## src/rtl/sched_pkg.sv

```systemverilog
// Shared definitions for the nested-loop scheduler: default widths and FSM states.
package sched_pkg;

  localparam int CNT_BITS  = 10;
  localparam int ADDR_BITS = 16;

  typedef enum logic [1:0] {
    S_IDLE = 2'd0,
    S_RUN  = 2'd1,
    S_DONE = 2'd2
  } state_e;

endpackage

```

## src/rtl/loop_cnt.sv

```systemverilog
// Single-level loop counter: counts 0..final_number and wraps on the enable
// that finds it at (or beyond) the final value. last flags that condition.
module loop_cnt #(
  parameter int W = sched_pkg::CNT_BITS
) (
  input  logic         clk,
  input  logic         reset,
  input  logic         enable,
  input  logic         clear,
  input  logic [W-1:0] final_number,
  output logic [W-1:0] q,
  output logic         last
);

  logic [W-1:0] r_q;

  // An out-of-range index is treated as last, so the loop always terminates.
  assign last = (r_q >= final_number);
  assign q    = r_q;

  // Index register: clear dominates, otherwise step or wrap on enable.
  always_ff @(posedge clk or negedge reset) begin
    // NOTE: sequential state uses non-blocking assignments so every flop
    // samples pre-edge values regardless of process evaluation order.
    if (!reset) begin
      r_q <= '0;
    end else if (clear) begin
      r_q <= '0;
    end else if (enable) begin
      r_q <= last ? '0 : r_q + 1'b1;
    end
  end

endmodule

```

## src/rtl/loop_sched_ctrl.sv

```systemverilog
// Three-level (row / col / ch) loop scheduler emitting one beat per accepted
// valid/ready handshake. Linear address is built from two accumulators plus
// the channel index, so no multiplier is needed.
module loop_sched_ctrl #(
  parameter int CNT_BITS  = sched_pkg::CNT_BITS,
  parameter int ADDR_BITS = sched_pkg::ADDR_BITS
) (
  input  logic                 clk,
  input  logic                 reset,
  input  logic                 cfg_start,
  input  logic [CNT_BITS-1:0]  cfg_ch_final,
  input  logic [CNT_BITS-1:0]  cfg_col_final,
  input  logic [CNT_BITS-1:0]  cfg_row_final,
  input  logic [ADDR_BITS-1:0] cfg_row_stride,
  input  logic                 abort,
  input  logic                 out_ready,
  output logic                 out_valid,
  output logic [CNT_BITS-1:0]  out_ch,
  output logic [CNT_BITS-1:0]  out_col,
  output logic [CNT_BITS-1:0]  out_row,
  output logic [ADDR_BITS-1:0] out_addr,
  output logic                 out_first,
  output logic                 out_last,
  output logic                 busy,
  output logic                 done
);

  import sched_pkg::state_e;
  import sched_pkg::S_IDLE;
  import sched_pkg::S_RUN;
  import sched_pkg::S_DONE;

  state_e r_state;
  state_e w_state_nxt;

  logic [CNT_BITS-1:0]  r_ch_final;
  logic [CNT_BITS-1:0]  r_col_final;
  logic [CNT_BITS-1:0]  r_row_final;
  logic [ADDR_BITS-1:0] r_row_stride;
  logic [ADDR_BITS-1:0] r_col_base;
  logic [ADDR_BITS-1:0] r_row_base;
  logic                 r_first;

  logic [CNT_BITS-1:0]  w_ch;
  logic [CNT_BITS-1:0]  w_col;
  logic [CNT_BITS-1:0]  w_row;
  logic                 w_ch_last;
  logic                 w_col_last;
  logic                 w_row_last;
  logic                 w_xfer;
  logic                 w_start;
  logic                 w_clear;
  logic [ADDR_BITS-1:0] w_col_step;

  assign w_xfer     = out_valid & out_ready;
  assign w_start    = (r_state == S_IDLE) & cfg_start & ~abort;
  // Counters only move in RUN; outside it (or on abort) they are held at zero.
  assign w_clear    = abort | (r_state != S_RUN);
  assign w_col_step = ADDR_BITS'(r_ch_final) + 1'b1;

  loop_cnt #(.W(CNT_BITS)) u_ch_cnt (
    .clk          (clk),
    .reset        (reset),
    .enable       (w_xfer),
    .clear        (w_clear),
    .final_number (r_ch_final),
    .q            (w_ch),
    .last         (w_ch_last)
  );

  loop_cnt #(.W(CNT_BITS)) u_col_cnt (
    .clk          (clk),
    .reset        (reset),
    .enable       (w_xfer & w_ch_last),
    .clear        (w_clear),
    .final_number (r_col_final),
    .q            (w_col),
    .last         (w_col_last)
  );

  loop_cnt #(.W(CNT_BITS)) u_row_cnt (
    .clk          (clk),
    .reset        (reset),
    .enable       (w_xfer & w_ch_last & w_col_last),
    .clear        (w_clear),
    .final_number (r_row_final),
    .q            (w_row),
    .last         (w_row_last)
  );

  // Next-state logic: abort overrides everything; RUN ends on the final transfer.
  always_comb begin
    // NOTE: default assigned first so no path leaves w_state_nxt unassigned,
    // which would otherwise infer a latch.
    w_state_nxt = r_state;
    if (abort) begin
      w_state_nxt = S_IDLE;
    end else begin
      case (r_state)
        S_IDLE:  if (cfg_start) w_state_nxt = S_RUN;
        S_RUN:   if (w_xfer && out_last) w_state_nxt = S_DONE;
        S_DONE:  w_state_nxt = S_IDLE;
        default: w_state_nxt = S_IDLE;
      endcase
    end
  end

  // State register.
  always_ff @(posedge clk or negedge reset) begin
    if (!reset) r_state <= S_IDLE;
    else        r_state <= w_state_nxt;
  end

  // Job configuration is captured only on an accepted start.
  always_ff @(posedge clk or negedge reset) begin
    if (!reset) begin
      r_ch_final   <= '0;
      r_col_final  <= '0;
      r_row_final  <= '0;
      r_row_stride <= '0;
    end else if (w_start) begin
      r_ch_final   <= cfg_ch_final;
      r_col_final  <= cfg_col_final;
      r_row_final  <= cfg_row_final;
      r_row_stride <= cfg_row_stride;
    end
  end

  // Address accumulators track col and row bases alongside the counters.
  always_ff @(posedge clk or negedge reset) begin
    if (!reset) begin
      r_col_base <= '0;
      r_row_base <= '0;
    end else if (w_clear) begin
      r_col_base <= '0;
      r_row_base <= '0;
    end else if (w_xfer && w_ch_last) begin
      if (w_col_last) begin
        r_col_base <= '0;
        r_row_base <= w_row_last ? '0 : r_row_base + r_row_stride;
      end else begin
        r_col_base <= r_col_base + w_col_step;
      end
    end
  end

  // First-beat flag: armed by start, dropped by the first transfer or abort.
  always_ff @(posedge clk or negedge reset) begin
    if (!reset)       r_first <= 1'b0;
    else if (abort)   r_first <= 1'b0;
    else if (w_start) r_first <= 1'b1;
    else if (w_xfer)  r_first <= 1'b0;
  end

  assign out_valid = (r_state == S_RUN);
  assign busy      = (r_state == S_RUN);
  assign done      = (r_state == S_DONE);
  assign out_ch    = w_ch;
  assign out_col   = w_col;
  assign out_row   = w_row;
  assign out_addr  = r_row_base + r_col_base + ADDR_BITS'(w_ch);
  assign out_first = r_first & out_valid;
  assign out_last  = w_ch_last & w_col_last & w_row_last & out_valid;

endmodule

```

## config.mk

```make
export PLATFORM = sky130hd
export DESIGN_NAME = loop_sched_ctrl
export DESIGN_NICKNAME = d
export VERILOG_FILES = /design/src/rtl/sched_pkg.sv /design/src/rtl/loop_cnt.sv /design/src/rtl/loop_sched_ctrl.sv
export SDC_FILE = /design/constraint.sdc
export NUM_CORES = 1
export LEC_CHECK = 0
export BUFFER_PORTS_ARGS = -buffer_cell sky130_fd_sc_hd__buf_2
export CELL_PAD_IN_SITES_DETAIL_PLACEMENT = 0
export CELL_PAD_IN_SITES_GLOBAL_PLACEMENT = 1
export CORE_MARGIN = 10
export CORE_UTILIZATION = 30
export DETAILED_ROUTE_END_ITERATION = 10
export GPL_ROUTABILITY_DRIVEN = 1
export GPL_TIMING_DRIVEN = 0
export PLACE_DENSITY_LB_ADDON = 0.1
export RECOVER_POWER = 25
export SLEW_MARGIN = 10
export SYNTH_ARGS = -nofsm -noshare
export SYNTH_HDL_FRONTEND = slang
export SYNTH_SLANG_ARGS = --single-unit
```

## constraint.sdc

```tcl
create_clock -name clk -period 2.92 [get_ports clk]
set_input_delay 0 -clock clk [delete_from_list [all_inputs] [get_ports clk]]
set_output_delay 0 -clock clk [all_outputs]
set_load 0.02 [all_outputs]
```

# Yosys cells after proc, flatten, opt, wreduce, memory -nomap -nowiden
# Cells that the tools add are included.
totals:
  regBits: 111
  ram_bits: 0
  latch_bits: 0
  input_bits: 51
  out_inout_bits: 51
  romBits: 0
  mem_count: 0
classes:
  reduce_logical: 11
  order_cmp: 3
  n_addsub: 8
  eq_ne: 5
  n_div: 0
  multipliers: 0
  bitwise: 11
  mux: 23
  n_shift: 0
ops:
  columns: ["op", "n"]
  rows:
  - ["$mux 16", 7]
  - ["$mux 10", 9]
  - ["$add 16x16->16", 2]
  - ["$add 10x1->10 const B", 3]
  - ["$ge 10x10->1", 3]
  - ["$add 16x10->16", 1]
  - ["$add 16x11->16", 1]
  - ["$add 10x1->11 const B", 1]
  - ["$reduce_bool 2->1", 5]
  - ["$and 1x1->1", 9]
  - ["$mux 2", 3]
  - ["$pmux 2 s2", 1]
  - ["$reduce_and 2->1", 2]
  - ["$mux 1", 3]
  - ["$ne 3x2->1 const B", 1]
  - ["$ne 3x3->1 const B", 1]
  - ["$reduce_bool 3->1", 1]
  - ["$eq 2x1->1 const B", 1]
  - ["$eq 2x2->1 const B", 1]
  - ["$logic_and 1x1->1", 2]
  - ["$logic_not 2->1", 1]
  - ["$ne 2x1->1 const B", 1]
  - ["$not 1->1", 1]
  - ["$or 1x1->1", 1]

# Logic depth before layout (Yosys ltp)
logic_depth:
  word_depth: 8
  depth_mapped: 13
  depth_no_buf: 13

# By module
# From an unflattened synthesis, not the netlist that was laid out.
unflattened:
  cells_unflattened: 760
  hier_area_um2: 7607.3
by_module_without_submodules:
  columns: ["module", "area_each_um2", "cells_per_inst", "instances"]
  rows:
  - ["loop_sched_ctrl", 5257.5, 508, 1]
  - ["loop_cnt", 783.3, 84, 3]

# Worst setup path after synthesis
# OpenSTA, ideal clock, no wires.
synth_path:
  kind: "reg2out"
  startpoint: "register u_ch_cnt.r_q[0], in the netlist u_ch_cnt.q[0]"
  endpoint: "output out_addr[13]"
  path_slack_ns: -0.040
  path_stages_with_launch: 14
  arrival_ns: 2.960
  path_cell_list: "dfrtp_1 > inv_1 > fa_1 > inv_1 > ha_1 > inv_1 > fa_1 > nand2b_1 > a21oi_1 > o211ai_1 > a21o_1 > a21boi_0 > o21ai_0 > a21oi_1"
synth_between:
  elab_chain_cells: 1
synth_rtl:
  columns: ["element", "line", "text"]
  rows:
  - ["start: declaration", "loop_cnt.sv:15", "logic [W-1:0] r_q;"]
  - ["start signal: assignment", "loop_cnt.sv:30", "r_q <= last ? '0 : r_q + 1'b1;"]
  - ["$add 16x10->16", "loop_sched_ctrl.sv:161", "assign out_addr = r_row_base + r_col_base + ADDR_BITS'(w_ch);"]
  - ["end: declaration", "loop_sched_ctrl.sv:21", "output logic [ADDR_BITS-1:0] out_addr,"]
# No other way between the ends.

# Worst setup path in the final report
layout_path:
  startpoint: "register u_ch_cnt.r_q[1], in the netlist u_ch_cnt.q[1]"
  endpoint: "output out_addr[15]"
# Same word-level chain as after synthesis.

==> impl_table.tex <==
\begin{tabular}{lr}
\hline
Metric & Value \\
\hline
\multicolumn{2}{l}{\textbf{Run status}} \\
Result of the run & finished, violations left \\
Violations in the final reports & capacitance limit, slew limit, setup timing \\
\multicolumn{2}{l}{\textbf{Die}} \\
Starting utilization of the core area & 0.307 \\
Die Y & 178 um \\
Floorplan row count & 57 \\
I/O pin cnt & 102 \\
Horizontal die dimension & 178 um \\
Die outline area & 0.0317 sq mm \\
Placeable core region & 0.0245 sq mm \\
\multicolumn{2}{l}{\textbf{Route}} \\
Vias per inst & 4.83 \\
WL final & 22.4 mm \\
Average detailed-routed wire length per instance & 17.2 um \\
Drt first-iter violations & 240 \\
Number of remaining DRC errors & 0 \\
Router iterations before antenna repair & 7 \\
Total number of vias & 6312 \\
Antenna viol nets, final & 0 \\
\multicolumn{2}{l}{\textbf{Power}} \\
Proportion of total power due to net switching & 0.319 \\
Part of the power in the clock network & 0.322 \\
Power density over cell area & 465 mW/mm\^{}2 \\
Peak supply drop & 0.290 mV \\
Relative contribution of sequential cells to total power & 0.401 \\
Power dissipated by switching net loads & 0.00143 W \\
Internal Dissipation & 0.00304 W \\
Static Leak & 4.63 nW \\
Portion of total power attributed to combinational logic & 0.277 \\
\multicolumn{2}{l}{\textbf{Logic synthesis}} \\
\#FFs+latches synth & 111 \\
Number of flops mapped to enable cells by yosys & 0 \\
Main flop type after synthesis & dfrtp\_1 \\
Area of the mapped netlist & 0.00750 sq mm \\
Post-synthesis cell count & 798 \\
Unique cell type count in the Yosys netlist & 65 \\
Synth Warn \# & 0 \\
Cell type with the highest aggregate area in the netlist & dfrtp\_1 \\
Share of the synthesized area in the top cell type & 0.370 \\
Proportion of synthesized chip area in sequential cells & 0.370 \\
Mean post-synth cell area & 9.40 sq um \\
Number of nets produced by synthesis & 939 \\
Top area cells in the synthesized netlist & dfrtp\_1 37\%, ha\_1 13\%, o21ai\_0 4.9\%, nand2\_1 3.9\%, fa\_1 3.5\% \\
Post-synthesis async set-or-reset flop share & 1.00 \\
\multicolumn{2}{l}{\textbf{Setup path}} \\
Largest stage delay on the critical path & 0.55 ns \\
Critical-path top delay cell & fa\_1 \\
Critical Path, Cell by Cell & fa\_1, ha\_2, inv\_2, fa\_2, nand2b\_4, a21oi\_4, o211ai\_1, a21o\_1, a21o\_1, a21o\_1, o211ai\_1, buf\_4 \\
Data arrival at the endpoint of the critical path & 3.31 ns \\
CP most frequent cell & a21o\_1 \\
Kind of launch point of the worst setup path & flip-flop \\
Kind of critical path & reg -> out \\
Req. time, crit path & 2.92 ns \\
Max Fanout on Critical Path & 3 \\
Endpoint type of the worst setup path & output pin \\
\multicolumn{2}{l}{\textbf{GRT}} \\
Total global routing track utilization & 0.143 \\
Global route total overflow & 0 \\
Number of antenna violations at the first check in global routing & 0 \\
First-pass GRT wire length & 35.9 mm \\
Number of global-route vias before repair & 6581 \\
Maximum number of pins on one net before global-route repair & 58 \\
\multicolumn{2}{l}{\textbf{Run}} \\
\# Max-Cap Violations & 1 \\
\multicolumn{2}{l}{\textbf{Layout}} \\
Number of nets in the layout & 1118 \\
Total non-filler cell area in the finished layout & 0.00962 sq mm \\
Ratio of cells with drive above 1 in the final layout & 0.231 \\
Syn-to-layout area delta & 28.3\% \\
Antenna cells & 0 \\
\multicolumn{2}{l}{\textbf{Timing}} \\
Max Clock Skew & 0.0127 ns \\
Final Cycle Share & 1.13 \\
Worst setup slack after layout & -0.393 ns \\
Headroom to the max-slew limit & -0.0202 \\
Shortest clock period the worst path allows after layout & 3.31 ns \\
Maximum frequency from static timing analysis & 302 MHz \\
Pin slew with the least headroom to its limit & 1.53 ns \\
Finish-stage setup viols & 7 \\
Number of pins with negative max-slew slack in the final report & 58 \\
Setup\_tns & -1.24 ns \\
Fin. Hold Viols & 0 \\
RSZ-0062 raised after global routing & true \\
\multicolumn{2}{l}{\textbf{Placement}} \\
Count of input and output buffers & 101 \\
Area after detailed placement & 0.00845 sq mm \\
HPWL after DPL & 17.0 mm \\
RD Place Congestion & 0.790 \\
\multicolumn{2}{l}{\textbf{CTS}} \\
Clock tree from TritonCTS & done \\
Clock-pin slew reported for the worst setup and hold paths after clock tree synthesis & 0.08 ns \\
Clock latency reported for the late side of the worst-skew pair & 0.36 ns \\
CTS buffer count & 9 \\
Root Buffer & clkbuf\_16 \\
CTS max path bufs & 2 \\
Number of H-tree levels & 3 \\
Clk sinks & 111 \\
\multicolumn{2}{l}{\textbf{Hold path}} \\
Tightest Hold Check Type & in -> reg \\
\hline
\end{tabular}
==> worst paths after layout <==
check	start	to	slack (ns)	depth (start not counted)
setup / recovery	u_ch_cnt.q[1]	out_addr[15]	-0.39	12
hold / removal	cfg_col_final[5]	r_col_final[5]	0.37	4
setup reg to reg	r_ch_final[0]	r_col_base[12]	0.21	10
hold reg to reg	r_state[1]	r_state[0]	0.50	1
max in group asynchronous	reset	r_row_base[1]	0.68	3
min in group asynchronous	reset	u_ch_cnt.q[7]	0.56	2
==> what timing repair did <==
action / CTS / global route
resized for setup: 41 / 22
endpoints found under the setup margin: 29 / 36
hold buffers: 50 / 0
setup buffers: 11 / 5
pin swaps: 15 / 17
hold endpoints to repair: 104 / 0
==> critical path, delay by kind of cell (launching register included) <==
kind,cells,cell delay (ns)
fa+ha+maj,3,1.10
compound gates,6,1.00
flops,1,0.44
buf+inv,2,0.24
simple gates,1,0.16
==> power by group through the flow <==
stage | sequential [W] | combinational, W | clock (W)
3_5_place_dp | 0.00182 | 0.00115 | 0
5_1_grt | 0.00182 | 0.00140 | 0.00154
4_1_cts | 0.00180 | 0.00125 | 0.00149
6_report | 0.00179 | 0.00124 | 0.00144
2_1_floorplan | 0.00179 | 0.000834 | 0
3_3_place_gp | 0.00182 | 0.00114 | 0
==> layer usage <==
metal / track usage / vias up / routed length, um
li1: - / 3198 / -
met5: 0 / - / 0
met3: 0.0273 / 13 / 771
met2: 0.232 / 82 / 10400
met4: 0.0295 / 0 / 216
met1: 0.193 / 3019 / 11000
==> area by class of cell <==
cell class                      count  area, sq um
Buffer                             23          120
Fill cell                        2540        14800
Clock buffer                       11          253
Inverter                           58          218
Clock inverter                      5         86.3
Multi-Input combinational cell    606         4590
Timing Repair Buffer              168         1160
Sequential cell                   111         2790
Tap cell                          324          405
==> registers in the layout (all words and copies together) (netlist names) <==
register / cells
r_state: 2
u_col_cnt.q: 10
u_row_cnt.q: 10
r_row_stride: 16
r_col_final: 10
r_row_base: 16
r_row_final: 10
r_first: 1
r_col_base: 16
r_ch_final: 10
u_ch_cnt.q: 10
==> cells in the final DEF, fill, tap and decap left out, types with 4 or more instances in the layout <==
| master | instances |
|---|---|
| and4_1 | 4 |
| o21a_1 | 7 |
| nor2_1 | 58 |
| clkbuf_16 | 9 |
| mux2_2 | 18 |
| nor2b_1 | 8 |
| a21oi_2 | 6 |
| dfrtp_2 | 11 |
| o21bai_1 | 5 |
| o21ai_1 | 5 |
| fa_1 | 11 |
| ha_1 | 70 |
| a21o_1 | 18 |
| a211oi_1 | 4 |
| nand4_1 | 21 |
| or3_1 | 9 |
| inv_1 | 55 |
| o211ai_1 | 10 |
| buf_4 | 25 |
| and2_1 | 6 |
| a21oi_1 | 35 |
| nor3_1 | 9 |
| clkbuf_1 | 11 |
| o21ai_0 | 72 |
| dlygate4sd3_1 | 50 |
| nand2_1 | 78 |
| xor2_1 | 18 |
| xnor2_1 | 24 |
| dfrtp_1 | 100 |
| nand3_1 | 15 |
| and3_1 | 12 |
| ha_4 | 4 |
| nand2b_1 | 5 |
| buf_2 | 98 |
| a22o_1 | 13 |
==> through the flow <==
stage               setup WS [ns]   util  cells  power, W  hold slack, ns
finish                     -0.393  0.393   1306   0.00447           0.372
global route               -0.512  0.393   1306   0.00476           0.374
CTS                        -0.408  0.389   1301   0.00453           0.211
detailed placement         -0.353  0.345   1224   0.00298          0.0315
global placement           -0.407  0.344   1223   0.00297           0.202
floorplan                  0.0375      -    798   0.00262          -0.296
==> synthesized netlist by cell type (2+ instances only) <==
library cell / count
xnor2_1: 25
a211o_1: 3
and4_1: 4
buf_4: 3
buf_2: 9
and3_1: 12
o221ai_1: 2
a21boi_0: 3
o211ai_1: 10
nand2b_1: 6
mux2_2: 18
nor3_1: 12
ha_1: 77
nand2_1: 78
a211oi_1: 4
fa_1: 13
o2111ai_1: 2
o21a_1: 7
a21oi_2: 3
clkbuf_1: 10
o31ai_1: 3
o21bai_1: 6
a21oi_1: 39
nor4b_1: 2
xor2_1: 18
a211oi_2: 2
a21o_1: 18
a22o_1: 13
inv_1: 57
o21ai_0: 73
dfrtp_1: 111
nor2b_1: 8
o21ai_2: 4
nand4_1: 21
and2_1: 6
o21ai_1: 5
nor2_1: 60
or3_1: 9
nand3_1: 15
o211a_1: 2
==> kinds of logic after synthesis <==
logic type,Yosys count,synth area share
and+or+nand+nor,239,0.152
DFF,111,0.370
AOI/OAI and AO/OA,216,0.193
xor gates and xnor gates,43,0.0502
buffers and inverters,81,0.0445
adders and majority gates,90,0.163
muxes,18,0.0270
Power figures use the tool's default switching activity.
